### src/rtl/binarization_adaptive.sv
// Grey-to-monochrome binariser with a fixed or per-frame adaptive threshold.
// The adaptive threshold is the previous frame's mean luminance plus a signed offset.
module binarization_adaptive #(
   parameter int DATA_W      = 8,
   parameter int CNT_W       = 20,
   parameter int THRESH_INIT = 64
) (
   input  logic              clk,
   input  logic              rst_n,
   input  logic              pre_frame_vsync,
   input  logic              pre_frame_hsync,
   input  logic              pre_frame_de,
   input  logic [DATA_W-1:0] color,
   input  logic              cfg_mode,
   input  logic [DATA_W-1:0] cfg_thresh,
   input  logic [DATA_W:0]   cfg_offset,
   input  logic              cfg_invert,
   output logic              post_frame_vsync,
   output logic              post_frame_hsync,
   output logic              post_frame_de,
   output logic              monoc,
   output logic              monoc_rise,
   output logic              monoc_fall,
   output logic [DATA_W-1:0] cur_thresh,
   output logic              overrun
);
   // state | meaning
   // IDLE  | waiting for a frame boundary with adaptive mode and a non-empty snapshot
   // DIV   | restoring divide sum/cnt, one quotient bit per cycle
   // APPLY | add offset, clamp, then load cur_thresh or hold it as pending

   localparam int SUM_W  = DATA_W + CNT_W;
   localparam int DIV_CW = $clog2(SUM_W);
   localparam logic [CNT_W-1:0] CNT_MAX = '1;
   localparam logic signed [DATA_W+1:0] T_MAX = {2'b00, {DATA_W{1'b1}}};

   typedef enum logic [1:0] {IDLE, DIV, APPLY} state_t;

   state_t state, state_nxt;

   logic                     vs_d;
   logic                     vs_rise;
   logic                     invert_r;
   logic [DATA_W:0]          offset_r;
   logic [SUM_W-1:0]         sum;
   logic [CNT_W-1:0]         cnt;
   logic [SUM_W-1:0]         dvd;
   logic [CNT_W-1:0]         dvs;
   logic [CNT_W-1:0]         rem;
   logic [DIV_CW-1:0]        div_cnt;
   logic                     de_seen;
   logic                     pend_valid;
   logic [DATA_W-1:0]        pend_val;

   logic                     monoc_nxt;
   logic [CNT_W:0]           rem_sh;
   logic [CNT_W-1:0]         rem_sub;
   logic                     ge;
   logic signed [DATA_W+1:0] t_sum;
   logic [DATA_W-1:0]        t_clamp;
   logic                     pend_now;
   logic [DATA_W-1:0]        pend_value;
   logic                     div_load;
   logic                     apply_now;
   logic                     hold_now;
   logic                     ovr_nxt;

   assign vs_rise   = pre_frame_vsync & ~vs_d;
   assign monoc_nxt = pre_frame_de & ((color > cur_thresh) ^ invert_r);

   // After SUM_W shifts dvd holds the quotient; rem always stays below dvs.
   assign rem_sh  = {rem, dvd[SUM_W-1]};
   assign ge      = rem_sh >= {1'b0, dvs};
   assign rem_sub = rem_sh[CNT_W-1:0] - dvs;

   assign t_sum = $signed({2'b00, dvd[DATA_W-1:0]}) + $signed({offset_r[DATA_W], offset_r});

   always_comb begin
      t_clamp = t_sum[DATA_W-1:0];
      if (t_sum < 0)
         t_clamp = '0;
      else if (t_sum > T_MAX)
         t_clamp = '1;
   end

   // A result finishing in the same cycle as a frame boundary is treated as pending.
   assign pend_now   = pend_valid | (state == APPLY);
   assign pend_value = (state == APPLY) ? t_clamp : pend_val;

   always_ff @(posedge clk or negedge rst_n) begin
      if (!rst_n)
         state <= IDLE;
      else
         state <= state_nxt;
   end

   always_comb begin
      state_nxt = state;
      div_load  = 1'b0;
      apply_now = 1'b0;
      hold_now  = 1'b0;
      ovr_nxt   = 1'b0;
      if (vs_rise) begin
         ovr_nxt   = (state == DIV);
         state_nxt = IDLE;
         if (cfg_mode && !pend_now && (cnt != '0)) begin
            state_nxt = DIV;
            div_load  = 1'b1;
         end
      end else begin
         case (state)
            DIV:
               if (div_cnt == '0)
                  state_nxt = APPLY;
            APPLY: begin
               state_nxt = IDLE;
               if (de_seen | pre_frame_de) begin
                  hold_now = 1'b1;
                  ovr_nxt  = 1'b1;
               end else begin
                  apply_now = 1'b1;
               end
            end
            default: ;
         endcase
      end
   end

   always_ff @(posedge clk or negedge rst_n) begin
      if (!rst_n) begin
         vs_d             <= 1'b0;
         post_frame_vsync <= 1'b0;
         post_frame_hsync <= 1'b0;
         post_frame_de    <= 1'b0;
         monoc            <= 1'b0;
         monoc_rise       <= 1'b0;
         monoc_fall       <= 1'b0;
         overrun          <= 1'b0;
         cur_thresh       <= DATA_W'(THRESH_INIT);
         invert_r         <= 1'b0;
         offset_r         <= '0;
         sum              <= '0;
         cnt              <= '0;
         dvd              <= '0;
         dvs              <= '0;
         rem              <= '0;
         div_cnt          <= '0;
         de_seen          <= 1'b0;
         pend_valid       <= 1'b0;
         pend_val         <= '0;
      end else begin
         vs_d             <= pre_frame_vsync;
         post_frame_vsync <= pre_frame_vsync;
         post_frame_hsync <= pre_frame_hsync;
         post_frame_de    <= pre_frame_de;
         monoc            <= monoc_nxt;
         monoc_rise       <= pre_frame_de & post_frame_de & monoc_nxt & ~monoc;
         monoc_fall       <= pre_frame_de & post_frame_de & ~monoc_nxt & monoc;
         overrun          <= ovr_nxt;

         if (vs_rise) begin
            invert_r   <= cfg_invert;
            offset_r   <= cfg_offset;
            sum        <= pre_frame_de ? {{CNT_W{1'b0}}, color} : '0;
            cnt        <= {{(CNT_W-1){1'b0}}, pre_frame_de};
            de_seen    <= pre_frame_de;
            pend_valid <= 1'b0;
            if (!cfg_mode)
               cur_thresh <= cfg_thresh;
            else if (pend_now)
               cur_thresh <= pend_value;
         end else begin
            if (pre_frame_de && (cnt != CNT_MAX)) begin
               sum <= sum + {{CNT_W{1'b0}}, color};
               cnt <= cnt + CNT_W'(1);
            end
            de_seen <= de_seen | pre_frame_de;
            if (apply_now)
               cur_thresh <= t_clamp;
            if (hold_now) begin
               pend_valid <= 1'b1;
               pend_val   <= t_clamp;
            end
         end

         if (div_load) begin
            dvd     <= sum;
            dvs     <= cnt;
            rem     <= '0;
            div_cnt <= DIV_CW'(SUM_W - 1);
         end else if (state == DIV) begin
            dvd     <= {dvd[SUM_W-2:0], ge};
            rem     <= ge ? rem_sub : rem_sh[CNT_W-1:0];
            div_cnt <= div_cnt - 1'b1;
         end
      end
   end

endmodule

### config.mk
export PLATFORM = sky130hd
export DESIGN_NAME = binarization_adaptive
export DESIGN_NICKNAME = d
export VERILOG_FILES = /design/src/rtl/binarization_adaptive.sv
export SDC_FILE = /design/constraint.sdc
export NUM_CORES = 1
export LEC_CHECK = 0
export BUFFER_PORTS_ARGS = -buffer_cell sky130_fd_sc_hd__buf_2
export CORE_AREA = 2 2 188 116
export DETAILED_ROUTE_END_ITERATION = 10
export DIE_AREA = 0 0 190 118
export PLACE_DENSITY = 0.71
export SYNTH_ARGS = -nofsm -noshare
export SYNTH_HDL_FRONTEND = slang
export SYNTH_SLANG_ARGS = --single-unit
### constraint.sdc
create_clock -name clk -period 2.8 [get_ports clk]
set_clock_uncertainty 0.15 [all_clocks]
set_input_delay 0.14 -clock clk [delete_from_list [all_inputs] [get_ports clk]]
set_output_delay 0.14 -clock clk [all_outputs]
set_load 0.01 [all_outputs]
==> impl_metrics.yaml, run 1 <==
routing:
  drc: 0
  dr_total_vias: 8056
  drt-total-wl_mm: 24.33
  drtPass1Iterations: 5
  avgViaCountPerCell: 5.591
  wl_per_cell_um: 16.88
  ant_nets: 0
  drt_iter0_drc: 683
synth:
  synth_ff_type: "dfrtp_1"
  yosys.area_share.simple_pct: 20.45
  synth.area.top_cells: "dfrtp_1 43%, nand2_1 7.1%, ha_1 6.6%, o21ai_0 4.3%, nor2_1 4.1%"
  seq_area_frac_synth_pct: 43.17
  syn_inst: 1044
  synth_top_cell_by_area: "dfrtp_1"
  synthArstFlopShare_pct: 100.0
  synth_cell_types: 66
  synth_fa_ha_area_share_pct: 7.211
  synth_top_area_share_pct: 42.88
  synth_compound_area_share_pct: 16.85
  syn_avg_cell_area_um2: 8.775
  yosysWarnings: 0
  synthesis.area_um2: 9161
  synth-xor-area-share_pct: 5.449
  synth_top_family_by_area: "simple AND/OR/NAND/NOR gates"
  syn_nets: 1127
  synthMuxAreaShare_pct: 2.076
  ys_ff_latch: 158
  synth_edf_count: 0
layout:
  final-instance-count-excl-fill: 1441
  final_cell_area_um2: 11170
  area_growth_syn_to_layout_pct: 21.88
  layout-drive-gt1-share_pct: 17.13
  fin_util_pct: 54.01
  mostFrequentLayoutCells: "174 x nand2_1, 157 x dfrtp_1, 98 x nor2_1, 73 x o21ai_0, 57 x buf_4"
  final_common_cell: "nand2_1"
  diodes: 0
  final_nets: 1232
flow_run:
  maxCapViolCount: 0
power:
  power.density_nw_per_um2: 975.7
  ir_drop_uv: 572.5
  leakage_nw: 5.100
timing:
  period_needed_ns: 2.752
  max_freq_mhz: 363.3
  final-max-slew-violation-count: 0
  rsz0062_at_grt: "true"
  final-hold-violation-count: 0
  tightestPinTransition_ns: 0.7120
  setup_viol: 0
  whs_ns: 0.02068
  slew_headroom_pct: 52.53
  period_share_pct: 98.30
clock_network:
  tritoncts: "yes"
  clock_latency_ns: 0.44
  cts_root_buf: "clkbuf_16"
  clock_path_buffers: 2
  cts_buffers: 17
  cts-htree-levels: 4
  cts.clk_slew.worst_paths_ns: 0.07
  clkSinkCount: 158
grt:
  track_usage_pct: 22.19
  first_global_vias: 7416
  gr-total-overflow: 0
  antenna_found_initial: 0
  grt_max_degree: 72
  grt_pass1_wl_mm: 39.45
setup_path:
  r2r-start: "dvd[0]"
  cp-end-kind: "flop"
  critical_path_arrival_ns: 2.90
  path_max_fanout: 8
  path_class: "reg -> reg"
  cp-startpoint: "dvd[0]"
  critPathRequiredTime_ns: 2.94
  rr_worst_depth: 12
  cp-start-kind: "flop"
floorplan:
  start_util_pct: 44.31
  coreArea_um2: 20670
  die_w_um: 190
  ioPinCount: 47
  num_rows: 41
  die_area_um2: 22420
  chipHeight_um: 118
place:
  place_congestion: 0.8646
  place_inst: 1376
  dp_hpwl_mm: 17.02
  dpl_cell_area_um2: 10010
  io_buffer_count: 46
outcome:
  status: "finished, final reports clean"
min_path:
  hold_depth: 4
  min_from: "cfg_thresh[6]"
  hold_class: "in -> reg"
[synthesized netlist by cell type, drive strengths merged (23+ instances only)]
library cell,instances
nor2,99
clkbuf,33
nand3,23
o21ai,82
xor2,29
xnor2,28
dfrtp,157
ha,48
nand2,174
a21oi,41
a31oi,42
inv,58
[critical path: stages, from the launching register on]
cell      delay (ns)
dfrtp_1         0.38
ha_1            0.19
inv_1           0.06
fa_1            0.40
inv_1           0.09
a21oi_1         0.09
o21bai_1        0.24
a31oi_2         0.16
o21ai_2         0.22
xnor2_2         0.12
buf_6           0.16
o21ai_0         0.22
o21ai_0         0.13
[report_power, final]
part	switching, mW	internal, mW	total, mW	leakage, nW
Clock	1.06	1.35	2.41	0.287
Sequential	0.408	2.76	3.17	2.04
Combinational	2.88	2.44	5.32	2.77
Total	4.35	6.55	10.9	5.10
[registers in the layout, summed over array words and instances (netlist names), 5 cells and up]
| register | cells |
|---|---|
| pend_val | 8 |
| cur_thresh | 8 |
| dvd | 28 |
| sum | 28 |
| div_cnt | 5 |
| rem | 20 |
| cnt | 20 |
| dvs | 20 |
| offset_r | 9 |
[path summary, 6_finish.rpt]
| path | endpoint | slack [ns] |
|---|---|---|
| min reg2reg | monoc_rise | 0.31 |
| min in group asynchronous | rem[11] | 0.13 |
| max reg2reg | pend_val[2] | 0.05 |
| max in group asynchronous | cur_thresh[6] | 1.54 |
| min | cur_thresh[6] | 0.02 |
| max | pend_val[2] | 0.05 |
[layout make-up]
cell class / count / area (um^2)
Fill cell: 1827 / 9508
Multi-Input combinational cell: 778 / 5022
Sequential cell: 158 / 3955
Timing Repair Buffer: 135 / 1018
Clock buffer: 17 / 425.4
Tap cell: 279 / 349.1
Inverter: 59 / 221.5
Clock inverter: 15 / 173.9
[logic make-up after synthesis]
kind of cell,after synthesis
buf+inv,108
fa+ha+maj,51
flops,158
xor+xnor,57
mux,19
simple gates,406
compound gates,245
[layer usage]
metal  vias up  routed length, um  global-route usage, %
li1       3866                  -                      -
met1      3897              12580                  36.63
met2       274               9710                  28.81
met3        19               1869                  5.098
met4         0                173                  4.118
met5         -                  0                      0
[per-stage QoR]
stage	setup TNS, ns	total power, mW	setup WS [ns]
global placement	-0.1787	7.764	-0.05363
floorplan	0	6.633	0.1404
finish	0	10.89	0.04770
global route	-0.1793	11.62	-0.04061
CTS	0	10.42	0.01769
detailed placement	-0.5701	7.860	-0.1108
[timing repair]
action                                  in CTS  in global routing
pin swaps                                    3                 19
hold buffers                                26                  0
buffers inserted                             0                  8
endpoints found under the hold margin       99                  0
endpoints found under the setup margin      14                 77
resized for setup                            7                 45
(Power assumes the default switching activity.)
==> inputs of run 2 (changes only) <==
CTS_BUF_LIST = sky130_fd_sc_hd__clkbuf_8   (was not set)
==> run 2 against run 1 <==
- routed wire length is 0.45% lower
- via count is 0.34% higher
- register-to-register slack improved by 0.02 ns
- clock power fell by 24%
- total power is 4.9% lower
- non-clock buffer count is 7 higher
- critical endpoint is now rem[9]
==> impl_metrics.yaml, run 2 (synthesis results as in run 1) <==
layout:
  final_cell_area_um2: 11040
  layout-drive-gt1-share_pct: 17.79
  reg_top3: "dvd x28, sum x28"
  fin_util_pct: 53.40
  area_growth_syn_to_layout_pct: 20.51
  final_common_cell: "nand2_1"
  mostFrequentLayoutCells: "174 x nand2_1, 156 x dfrtp_1, 98 x nor2_1, 74 x o21ai_0, 61 x buf_4"
  final-instance-count-excl-fill: 1448
  num-fill-cells: 1850
  final_nets: 1239
  diodes: 0
place:
  place_inst: 1376
  dpl_cell_area_um2: 10010
  place_congestion: 0.8646
  dp_hpwl_mm: 17.02
  place_ws_ns: -0.1108
  io_buffer_count: 46
grt:
  gr-total-overflow: 0
  track_usage_pct: 22.05
  grt_max_degree: 72
  antenna_found_initial: 0
  grt_pass1_wl_mm: 39.14
  first_global_vias: 7424
floorplan:
  num_rows: 41
  start_util_pct: 44.31
  die_area_um2: 22420
  die_w_um: 190
  ioPinCount: 47
  coreArea_um2: 20670
  chipHeight_um: 118
setup_path:
  r2r-start: "dvs[14]"
  rr_worst_depth: 12
  worstReg2RegEnd: "rem[9]"
  cp-end-kind: "flop"
  path_cells: "inv_2, ha_4, a21oi_2, o21ai_2, or3_1, nor3_2, nor4_2, or2_1, buf_4, buf_4, mux2i_1, a211oi_1"
  cp-start-kind: "flop"
  r2r_slack_ns: 0.07
  crit_path_max_incr_delay_ns: 0.39
  path_class: "reg -> reg"
  critPathRequiredTime_ns: 3.06
  cp-startpoint: "dvs[14]"
  critical_path_arrival_ns: 2.99
  crit_top_cell: "buf_4"
  path_max_fanout: 4
  slowest_stage: "dfrtp_1"
clock_network:
  clock_latency_ns: 0.49
  cts-htree-levels: 4
  tritoncts: "yes"
  cts.clk_slew.worst_paths_ns: 0.10
  clock_path_buffers: 2
  cts_buffers: 17
  clkSinkCount: 158
  cts_root_buf: "clkbuf_8"
min_path:
  holdPathEnd: "cur_thresh[2]"
  hold_class: "in -> reg"
  min_from: "cfg_mode"
  hold_depth: 5
timing:
  tightestPinTransition_ns: 0.7071
  finalWorstSetupSlack_ns: 0.06562
  final-max-slew-violation-count: 0
  final-hold-violation-count: 0
  slew_headroom_pct: 52.86
  fin_tns_setup_ns: 0
  setup_viol: 0
  period_share_pct: 97.66
  max_freq_mhz: 365.7
  period_needed_ns: 2.734
  whs_ns: 0.04596
routing:
  drtPass1Iterations: 5
  dr_total_vias: 8083
  wl_per_cell_um: 16.73
  drc: 0
  drt-total-wl_mm: 24.22
  drt_iter0_drc: 666
  ant_nets: 0
  avgViaCountPerCell: 5.582
power:
  ir_drop_uv: 532.2
  power_mw: 10.36
  power.density_nw_per_um2: 938.4
  leakage_nw: 5.028
outcome:
  status: "finished, final reports clean"
flow_run:
  maxCapViolCount: 0
## run 2: changes by cell type in the layout (fill, tap and decap cells not counted), moves of 2 or more
| cell | change |
|---|---|
| nor4b_2 | +2 |
| fa_2 | +2 |
| dlygate4sd3_1 | +4 |
| clkbuf_16 | -17 |
| clkbuf_8 | +17 |
| nor4b_1 | -2 |
| mux2i_1 | -2 |
| buf_4 | +4 |
| ha_2 | +2 |
| fa_1 | -2 |
## run 2: where the power goes
group          leakage [nW]  switching, mW  internal [mW]
clock                 0.200          0.993          0.823
combinational          2.79           2.87           2.51
sequential             2.04          0.412           2.76
## run 2: metal layers
metal	track usage, %	wire length, um
met5	0	0
met4	4.215	161
met3	5.367	1687
met2	28.72	9683
met1	36.06	12690
## run 2: worst max path at each step
stage                  end  slack (ns)  cells after the start
4_1_cts            sum[22]        0.01                     11
3_5_place_dp       sum[22]       -0.11                     11
5_1_grt        pend_val[2]       -0.07                     12
3_3_place_gp       sum[12]       -0.05                     12
6_report            rem[9]        0.07                     12
2_1_floorplan      rem[14]        0.14                     11
## run 2: critical path: cells and delay by family, from the launching register on
| family | cells | cell delay (ns) |
|---|---|---|
| compound gates | 3 | 0.44 |
| mux | 1 | 0.12 |
| fa+ha+maj | 1 | 0.24 |
| buf+inv | 3 | 0.42 |
| flops | 1 | 0.39 |
| simple gates | 4 | 0.90 |
## run 2: repair_timing
action	in CTS	in global routing
resized for setup	7	49
pin swaps	3	20
hold endpoints to repair	128	0
cloned	0	0
buffers inserted	0	10
setup endpoints to repair	14	80
hold buffers	30	0
## run 2: cell type report
type	instances	area, um^2	area share [%]
clock inverter	15	173.9	1.575
timing repair buffer	142	1077	9.757
inverter	59	221.5	2.006
tap	279	349.1	3.162
clock buffer	17	234.0	2.119
sequential	158	3956	35.83
multi-input combinational	778	5029	45.55
==> inputs of run 3 (changes only) <==
CORE_AREA = 2 2 170 105   (was 2 2 188 116)
DIE_AREA = 0 0 172 107   (was 0 0 190 118)
PLACE_DENSITY = 0.8   (was 0.71)
clock period = 3.4 ns   (was 2.8 ns; I/O delays follow)
==> run 3 against run 2 <==
- clock power down 23%
- sequential share of layout area rose by 2.4 points
- design area decreased by 6.2%
- count of clock-buffer cells in the layout grew 2
- sequential power fell by 18%
- die area fell by 18%
- register-to-register slack improved by 0.31 ns
- largest cell class unchanged
- setup slack improved by 0.30 ns
- routed wire length decreased by 6.9%
- core utilization grew 8.0 points
- critical path type is now in -> reg
- cell count fell by 6.4%
==> impl_metrics.yaml, run 3 (synthesis results as in run 1) <==
clock_network:
  tritoncts: "yes"
  clkSinkCount: 158
  cts-htree-levels: 4
  cts_resized: 0
  cts_buffers: 17
  clock_path_buffers: 2
  cts_root_buf: "clkbuf_8"
  clock_latency_ns: 0.46
  cts.clk_slew.worst_paths_ns: 0.09
routing:
  avgViaCountPerCell: 5.807
  drc: 0
  drt_iter0_drc: 702
  ant_nets: 0
  drtPass1Iterations: 9
  wl_per_cell_um: 16.63
  drt-total-wl_mm: 22.55
  dr_total_vias: 7874
floorplan:
  coreArea_um2: 16850
  chipHeight_um: 107
  die_w_um: 172
  die_area_um2: 18400
  num_rows: 37
  start_util_pct: 54.37
  ioPinCount: 47
timing:
  slew_headroom_pct: 41.44
  final-hold-violation-count: 0
  final-max-slew-violation-count: 0
  tightestPinTransition_ns: 0.8783
  rsz0062_at_grt: "false"
  period_share_pct: 89.19
  period_needed_ns: 3.033
  max_freq_mhz: 329.8
  setup_viol: 0
  fin_tns_setup_ns: 0
layout:
  final-instance-count-excl-fill: 1356
  reg_top3: "dvd x28, sum x28"
  layout-drive-gt1-share_pct: 10.70
  area_growth_syn_to_layout_pct: 13.03
  mostFrequentLayoutCells: "174 x nand2_1, 157 x dfrtp_1, 99 x nor2_1, 79 x o21ai_0, 59 x inv_1"
  final_nets: 1192
  diodes: 0
  final_common_cell: "nand2_1"
grt:
  antenna_found_initial: 0
  track_usage_pct: 26.07
  first_global_vias: 7483
  grt_pass1_wl_mm: 37.90
  gr-total-overflow: 0
  grt_max_degree: 87
setup_path:
  path_buf_inv: 3
  critPathRequiredTime_ns: 3.61
  path_class: "in -> reg"
  cp-end-kind: "flop"
  critical_path_arrival_ns: 3.25
  crit_path_max_incr_delay_ns: 0.53
  crit_family: "simple AND/OR/NAND/NOR gates"
  path_cells: "dlygate4sd3_1, buf_2, ha_1, inv_1, fa_1, nor2b_1, o21ai_0, a21oi_1, o21ai_0, a21oi_1, nor2_1, nor4b_1, mux2i_1"
  cp-start-kind: "primary input"
  slowest_stage: "dlygate4sd3_1"
  path_max_fanout: 10
flow_run:
  maxCapViolCount: 0
power:
  leakage_nw: 4.774
  ir_drop_uv: 404.1
  power.density_nw_per_um2: 752.8
place:
  place_congestion: 0.8899
  place_inst: 1298
  io_buffer_count: 46
  dp_hpwl_mm: 15.95
outcome:
  status: "finished, final reports clean"
min_path:
  hold_class: "in -> reg"
-- run 3: cell type report --
type,instances,area (um^2)
Clock buffer,19,261.5
Clock inverter,13,128.9
Fill cell,1425,6496
Inverter,59,221.5
Multi-Input combinational cell,778,4788
Sequential cell,158,3955
Tap cell,234,292.8
Timing Repair Buffer,95,706.9
-- run 3: metrics by stage --
stage	instance area (um^2)	setup WS [ns]	hold WS [ns]	utilization, %	power [mW]
2_1_floorplan	9161	0.7404	-0.2756	-	5.463
3_3_place_gp	9704	0.5377	0.1315	57.59	6.192
3_5_place_dp	9704	0.4422	0.1301	57.59	6.312
4_1_cts	10350	0.4188	0.03236	61.45	7.758
5_1_grt	10350	0.05874	0.06200	61.45	8.393
6_report	10350	0.3675	0.05298	61.45	7.795
-- run 3: power by group --
| part | switching (mW) | internal (mW) | total [mW] |
|---|---|---|---|
| sequential | 0.335 | 2.27 | 2.61 |
| combinational | 2.13 | 1.65 | 3.79 |
| clock | 0.768 | 0.634 | 1.40 |
-- run 3: repair_timing --
item / in CTS / in global routing
hold endpoints to repair: 112 / 0
setup buffers: 0 / 0
hold buffers: 26 / 0
-- run 3: final timing paths --
path	from	to	slack, ns	cells past startpoint
setup / recovery	color[0]	sum[18]	0.37	13
hold / removal	cfg_thresh[6]	cur_thresh[6]	0.05	4
setup reg to reg	dvd[0]	cur_thresh[4]	0.38	11
hold reg to reg	monoc	monoc_rise	0.32	1
max in group asynchronous	rst_n	dvd[4]	2.05	3
min in group asynchronous	rst_n	rem[11]	0.21	2
-- run 3: per-layer routing --
| metal | part of all wire [%] | track usage (%) | routed length (um) | up-vias |
|---|---|---|---|---|
| met5 | 0 | 0 | 0 | - |
| met4 | 0.52 | 4.262 | 117 | 0 |
| met3 | 8.5 | 5.316 | 1913 | 12 |
| met2 | 41 | 36.20 | 9310 | 304 |
| met1 | 50 | 42.04 | 11210 | 3775 |
| li1 | - | - | - | 3783 |
-- run 3: worst min-delay path: cells and delay by family --
family                 cells  cell delay, ns
AOI/OAI and AO/OA          2            0.25
and+or+nand+nor            1            0.13
buffers and inverters      1            0.09
